$ cat src/rtl/mem_arbiter.sv
// mem_arbiter: shares the single memory port between fetch (m1) and load/store (m0).
// Sub-word stores are sequenced as read-modify-write so ex never merges bytes.
module mem_arbiter #(
   parameter int TIMEOUT      = 16,
   parameter int STARVE_LIMIT = 4
) (
   input  logic        clk,
   input  logic        rst,
   input  logic        m0_req,
   input  logic        m0_we,
   input  logic [1:0]  m0_size,
   input  logic [31:0] m0_addr,
   input  logic [31:0] m0_wdata,
   output logic [31:0] m0_rdata,
   output logic        m0_ack,
   output logic        m0_err,
   input  logic        m1_req,
   input  logic [31:0] m1_addr,
   output logic [31:0] m1_rdata,
   output logic        m1_ack,
   output logic        m1_err,
   output logic        s_req,
   output logic        s_we,
   output logic [31:0] s_addr,
   output logic [31:0] s_wdata,
   input  logic [31:0] s_rdata,
   input  logic        s_ack,
   output logic        hold_o
);

   localparam int TW = $clog2(TIMEOUT + 1);
   localparam int SW = $clog2(STARVE_LIMIT + 1);

   typedef enum logic [2:0] {
      IDLE, RD, WR, RMW_RD, RMW_WR, RESP
   } state_t;

   state_t        state, state_n;
   logic          gnt_m1, err_q;
   logic [1:0]    lane_q, size_q;
   logic [15:0]   wdata_q;
   logic [TW-1:0] tcnt;
   logic [SW-1:0] starve;
   logic          any_req, pick_m1, bad;
   logic          bus, done, tmo;
   logic [31:0]   sel_addr, merged;

   always_comb begin
      any_req  = m0_req | m1_req;
      pick_m1  = m1_req & (~m0_req | (starve == SW'(STARVE_LIMIT)));
      sel_addr = pick_m1 ? m1_addr : m0_addr;
      if (pick_m1) begin
         bad = |m1_addr[1:0];
      end else begin
         bad = (m0_size == 2'd3)
             | ((m0_size == 2'd1) & m0_addr[0])
             | ((m0_size == 2'd2) & (|m0_addr[1:0]));
      end
   end

   // RMW_WR is only a bus state once its idle gap cycle is over
   always_comb begin
      bus  = (state == RD) | (state == WR) | (state == RMW_RD)
           | ((state == RMW_WR) & s_req);
      done = bus & s_ack;
      tmo  = bus & ~s_ack & (tcnt == TW'(TIMEOUT - 1));
   end

   always_comb begin
      merged = s_rdata;
      if (size_q == 2'd0) begin
         merged[{lane_q, 3'b000} +: 8] = wdata_q[7:0];
      end else begin
         merged[{lane_q[1], 4'b0000} +: 16] = wdata_q;
      end
   end

   always_ff @(posedge clk or negedge rst) begin
      if (!rst) begin
         state <= IDLE;
      end else begin
         state <= state_n;
      end
   end

   always_comb begin
      state_n = state;
      unique case (state)
         IDLE: begin
            if (any_req) begin
               if (bad) begin
                  state_n = RESP;
               end else if (pick_m1 | ~m0_we) begin
                  state_n = RD;
               end else if (m0_size == 2'd2) begin
                  state_n = WR;
               end else begin
                  state_n = RMW_RD;
               end
            end
         end
         RD, WR, RMW_WR: begin
            if (done | tmo) state_n = RESP;
         end
         RMW_RD: begin
            if (done) begin
               state_n = RMW_WR;
            end else if (tmo) begin
               state_n = RESP;
            end
         end
         RESP: state_n = IDLE;
         default: state_n = IDLE;
      endcase
   end

   always_ff @(posedge clk or negedge rst) begin
      if (!rst) begin
         gnt_m1   <= 1'b0;
         err_q    <= 1'b0;
         lane_q   <= '0;
         size_q   <= '0;
         wdata_q  <= '0;
         tcnt     <= '0;
         starve   <= '0;
         s_req    <= 1'b0;
         s_we     <= 1'b0;
         s_addr   <= '0;
         s_wdata  <= '0;
         m0_rdata <= '0;
         m1_rdata <= '0;
      end else begin
         if (state == IDLE) begin
            if (!m1_req || pick_m1) begin
               starve <= '0;
            end else if (starve != SW'(STARVE_LIMIT)) begin
               starve <= starve + 1'b1;
            end
            if (any_req) begin
               gnt_m1  <= pick_m1;
               err_q   <= bad;
               lane_q  <= sel_addr[1:0];
               size_q  <= m0_size;
               wdata_q <= m0_wdata[15:0];
               tcnt    <= '0;
               s_req   <= ~bad;
               s_we    <= ~pick_m1 & m0_we & (m0_size == 2'd2);
               s_addr  <= {sel_addr[31:2], 2'b00};
               s_wdata <= m0_wdata;
            end
         end
         if (done) begin
            s_req <= 1'b0;
            tcnt  <= '0;
            if (state == RD && gnt_m1) m1_rdata <= s_rdata;
            if (state == RD && !gnt_m1) begin
               m0_rdata <= s_rdata >> {lane_q, 3'b000};
            end
            if (state == RMW_RD) s_wdata <= merged;
         end else if (tmo) begin
            s_req <= 1'b0;
            err_q <= 1'b1;
         end else if (bus) begin
            tcnt <= tcnt + 1'b1;
         end
         if (state == RMW_WR && !s_req) begin
            s_req <= 1'b1;
            s_we  <= 1'b1;
         end
      end
   end

   assign m0_ack = (state == RESP) & ~gnt_m1;
   assign m1_ack = (state == RESP) & gnt_m1;
   assign m0_err = m0_ack & err_q;
   assign m1_err = m1_ack & err_q;
   assign hold_o = m0_req & ~m0_ack;

endmodule
$ cat config.mk
export PLATFORM = sky130hd
export DESIGN_NAME = mem_arbiter
export DESIGN_NICKNAME = d
export VERILOG_FILES = /design/src/rtl/mem_arbiter.sv
export SDC_FILE = /design/constraint.sdc
export NUM_CORES = 1
export LEC_CHECK = 0
export ABC_AREA = 1
export CORE_UTILIZATION = 45
export DETAILED_ROUTE_END_ITERATION = 12
export PLACE_DENSITY_LB_ADDON = 0.3
export SLEW_MARGIN = 20
export SYNTH_ARGS = -nofsm -noshare
export SYNTH_HDL_FRONTEND = slang
export SYNTH_SLANG_ARGS = --single-unit
$ cat constraint.sdc
create_clock -name clk -period 2.9 [get_ports clk]
set_input_delay 0.725 -clock clk [delete_from_list [all_inputs] [get_ports clk]]
set_output_delay 0.725 -clock clk [all_outputs]
set_load 0.05 [all_outputs]
==> impl_metrics.csv <==
group,metric,value,unit
min_path,hold_class,"input port to asynchronous set/reset pin",
place,io_buffers,268,
synthesis,yosys_warnings,0,
run_status,status,"complete, no violations",
floorplanning,die_h,142,um
floorplanning,dieWidth,142,um
grt,antenna_found_initial,1,
timing,slew_headroom,36.5,%
setup_path,end_kind,"output pin",
clock_network,cts_setup_buffers,0,
clock_network,clock-sinks,161,
timing,fin_crit_sh,97.5,%
floorplanning,fp-row-count,50,
timing,max_freq,0.354,GHz
routing,drc_errors,0,
timing,finalHoldViolCount,0,
job,drv_cap,0,
grt,grt_pass1_wl,45000,um
synthesis,syn_inst,1198,
routing,vias,9070,
synthesis,ys_types,29,
layout,finalNetCount,1575,
synthesis,ys_seq_area_share,46.0,%
synthesis,yosys_register_bits,161,
routing,ant_nets,0,
timing,setup_viol,0,
synthesis,syn_avg_cell_area,7.31,um2
timing,finClkSkew,0.0107,ns
clock_network,htreeDepth,4,
clock_network,cts_root_buffer,"clkbuf_16",
setup_path,slowest_stage,"clkdlybuf4s50_1",
layout,drive_gt1_share,5.82,%
power,power.leakage,0.00565,uW
grt,grt.overflow.total,0,
setup_path,slowest_delay,0.84,ns
setup_path,path_cells,"nand3_1, nor3_1, clkdlybuf4s50_1",
layout,final_core_util,64.5,%
routing,drt_iter0_markers,724,
grt,grt_pass1_vias,8613,
synthesis,syn_area,0.00876,mm2
setup_path,cp_data_arrival_time,2.10,ns
clock_network,clkLatencyLatePin,0.43,ns
routing,via_per_inst,5.33,
timing,fin_setup_tns,0,ns
layout,layout_common_cells,"395 x nand2_1, 265 x clkdlybuf4s50_1, 196 x o21ai_0",
timing,worst-slew-pin-transition,0.952,ns
clock_network,cts_tree,"built",
setup_path,startpoint_type,"register",
timing,period_minus_slack,2.83,ns
floorplanning,coreArea,0.0189,mm2
place,dp_hpwl,20600,um
timing,slew_violations,0,
floorplanning,io_pins,271,
routing,wl_per_cell,16.8,um
setup_path,cp_data_required_time,2.17,ns
clock_network,numCtsBuffers,17,
routing,wl,28600,um
floorplanning,initial_core_util,46.4,%
setup_path,worstPathMaxFanout,7,
floorplanning,dieArea,0.0200,mm2
setup_path,crit_type,"register to output pin",
synthesis,synth_top_area_cell,"dfrtp_1",
grt,grt_max_degree,81,
synthesis,synth_top_area_share,46.0,%
power,ir_drop,0.000667,V
routing,firstDrtPassIters,8,
clock_network,clk_pin_slew,0.07,ns
power,cellPowerDensity,1300,mW/mm2
timing,rsz0062_at_grt,"no",
layout,diodes,0,
layout,syn2layout_area_growth,39.1,%
place,gp_congestion,0.909,
synthesis,ys_top_cells_by_area,"dfrtp_1 46%, nand2_1 17%, o21ai_0 11%",
grt,grtUsageTotal,29.1,%
layout,final_common_cell,"nand2_1",
clock_network,clock_path_buffers,2,
## synth_stat cells
cell / number
dfrtp_1: 161
nor2_4: 3
nand2_2: 1
o21ai_1: 40
nor3_1: 17
conb_1: 1
a22oi_1: 7
nand4_1: 3
o21ai_0: 196
nand2_1: 397
nand3_1: 55
inv_2: 7
nand3b_1: 1
buf_6: 9
o211ai_1: 12
o21bai_1: 1
o22ai_1: 8
buf_1: 1
nor2_1: 69
o21ai_2: 16
nor2_2: 1
inv_1: 81
ha_1: 9
buf_4: 3
buf_2: 26
clkinv_1: 3
a21oi_1: 33
clkbuf_1: 35
xor2_1: 2
## cells by family (layout without fill, tap and decap cells)
| group | count (synthesis) | after routing | synth area share (%) |
|---|---|---|---|
| other | 1 | 2 | 0.0428 |
| AOI/OAI and AO/OA | 313 | 313 | 19.2 |
| and+or+nand+nor | 547 | 547 | 24.9 |
| buffers and inverters | 165 | 409 | 8.34 |
| DFF | 161 | 161 | 46.0 |
| xor gates and xnor gates | 2 | 2 | 0.200 |
| adders and majority gates | 9 | 9 | 1.29 |
## worst paths after layout
kind / cells past startpoint / endpoint / slack (ns) / from
max in group asynchronous: 2 / s_wdata[8]$_DFF_PN0_ / 1.85 / rst
min in group clk: 2 / m1_rdata[6]$_DFFE_PN0P_ / 0.48 / m1_rdata[6]$_DFFE_PN0P_
hold / removal: 1 / s_we$_DFFE_PN0P_ / 0.34 / rst
hold reg to reg: 2 / m1_rdata[6]$_DFFE_PN0P_ / 0.48 / m1_rdata[6]$_DFFE_PN0P_
setup / recovery: 3 / m1_err / 0.07 / state[2]$_DFFE_PN0P_
setup reg to reg: 7 / s_wdata[31]$_DFF_PN0_ / 0.46 / lane_q[0]$_DFFE_PN0P_
## worst max-delay path: cells and delay by family (launching register included)
family / cells / cell delay [ns]
AND/OR/NAND/NOR: 2 / 0.36
flip-flops: 1 / 0.47
buffers and inverters: 1 / 0.84
## final cells by class
class | instances | area, um2
fillers | 1682 | 6700
flip-flops and latches | 161 | 4030
multi-input cells | 873 | 4010
repair buffers | 286 | 2880
clock buffers | 17 | 425
inverters | 91 | 342
well taps | 260 | 325
clock inverters | 15 | 173
## repair_timing
| action | CTS | global route |
|---|---|---|
| setup endpoints to repair | 0 | 1 |
| hold buffers | 0 | 0 |
| resized for setup | 0 | 1 |
## metal layers
metal / part of all wire [%] / global-route usage [%] / wire length (um) / vias up
li1: - / - / - / 4354
met2: 46 / 46.7 / 13200 / 406
met3: 9.3 / 7.93 / 2670 / 41
met1: 42 / 38.4 / 12200 / 4267
met4: 2.0 / 8.83 / 585 / 2
met5: 0.045 / 0 / 13 / -
## state kept, by name (all words and copies together) (netlist names)
| register | count |
|---|---|
| s_we | 1 |
| starve | 3 |
| state | 3 |
| s_addr | 30 |
| size_q | 2 |
| tcnt | 5 |
| gnt_m1 | 1 |
| m0_rdata | 32 |
| s_wdata | 32 |
| lane_q | 2 |
| m1_rdata | 32 |
| err_q | 1 |
| wdata_q | 16 |
| s_req | 1 |
## power breakdown
group          switching (uW)  internal, uW  total (uW)
Combinational            6490          3010        9500
Clock                    1020          1300        2310
Sequential                710          3310        4020
## metrics by stage
step                area [um2]  hold WS, ns  total power [uW]  worst slack (ns)  cells
floorplan                 8770        0.429             10400             0.455   1199
global placement         11600        0.459             13300             0.465   1671
detailed placement       11600        0.467             13500             0.406   1671
CTS                      12200        0.357             15800            0.0618   1703
global route             12200        0.392             16800            0.0104   1703
finish                   12200        0.337             15800            0.0725   1703
No activity file was read; power rests on OpenSTA's default activity.
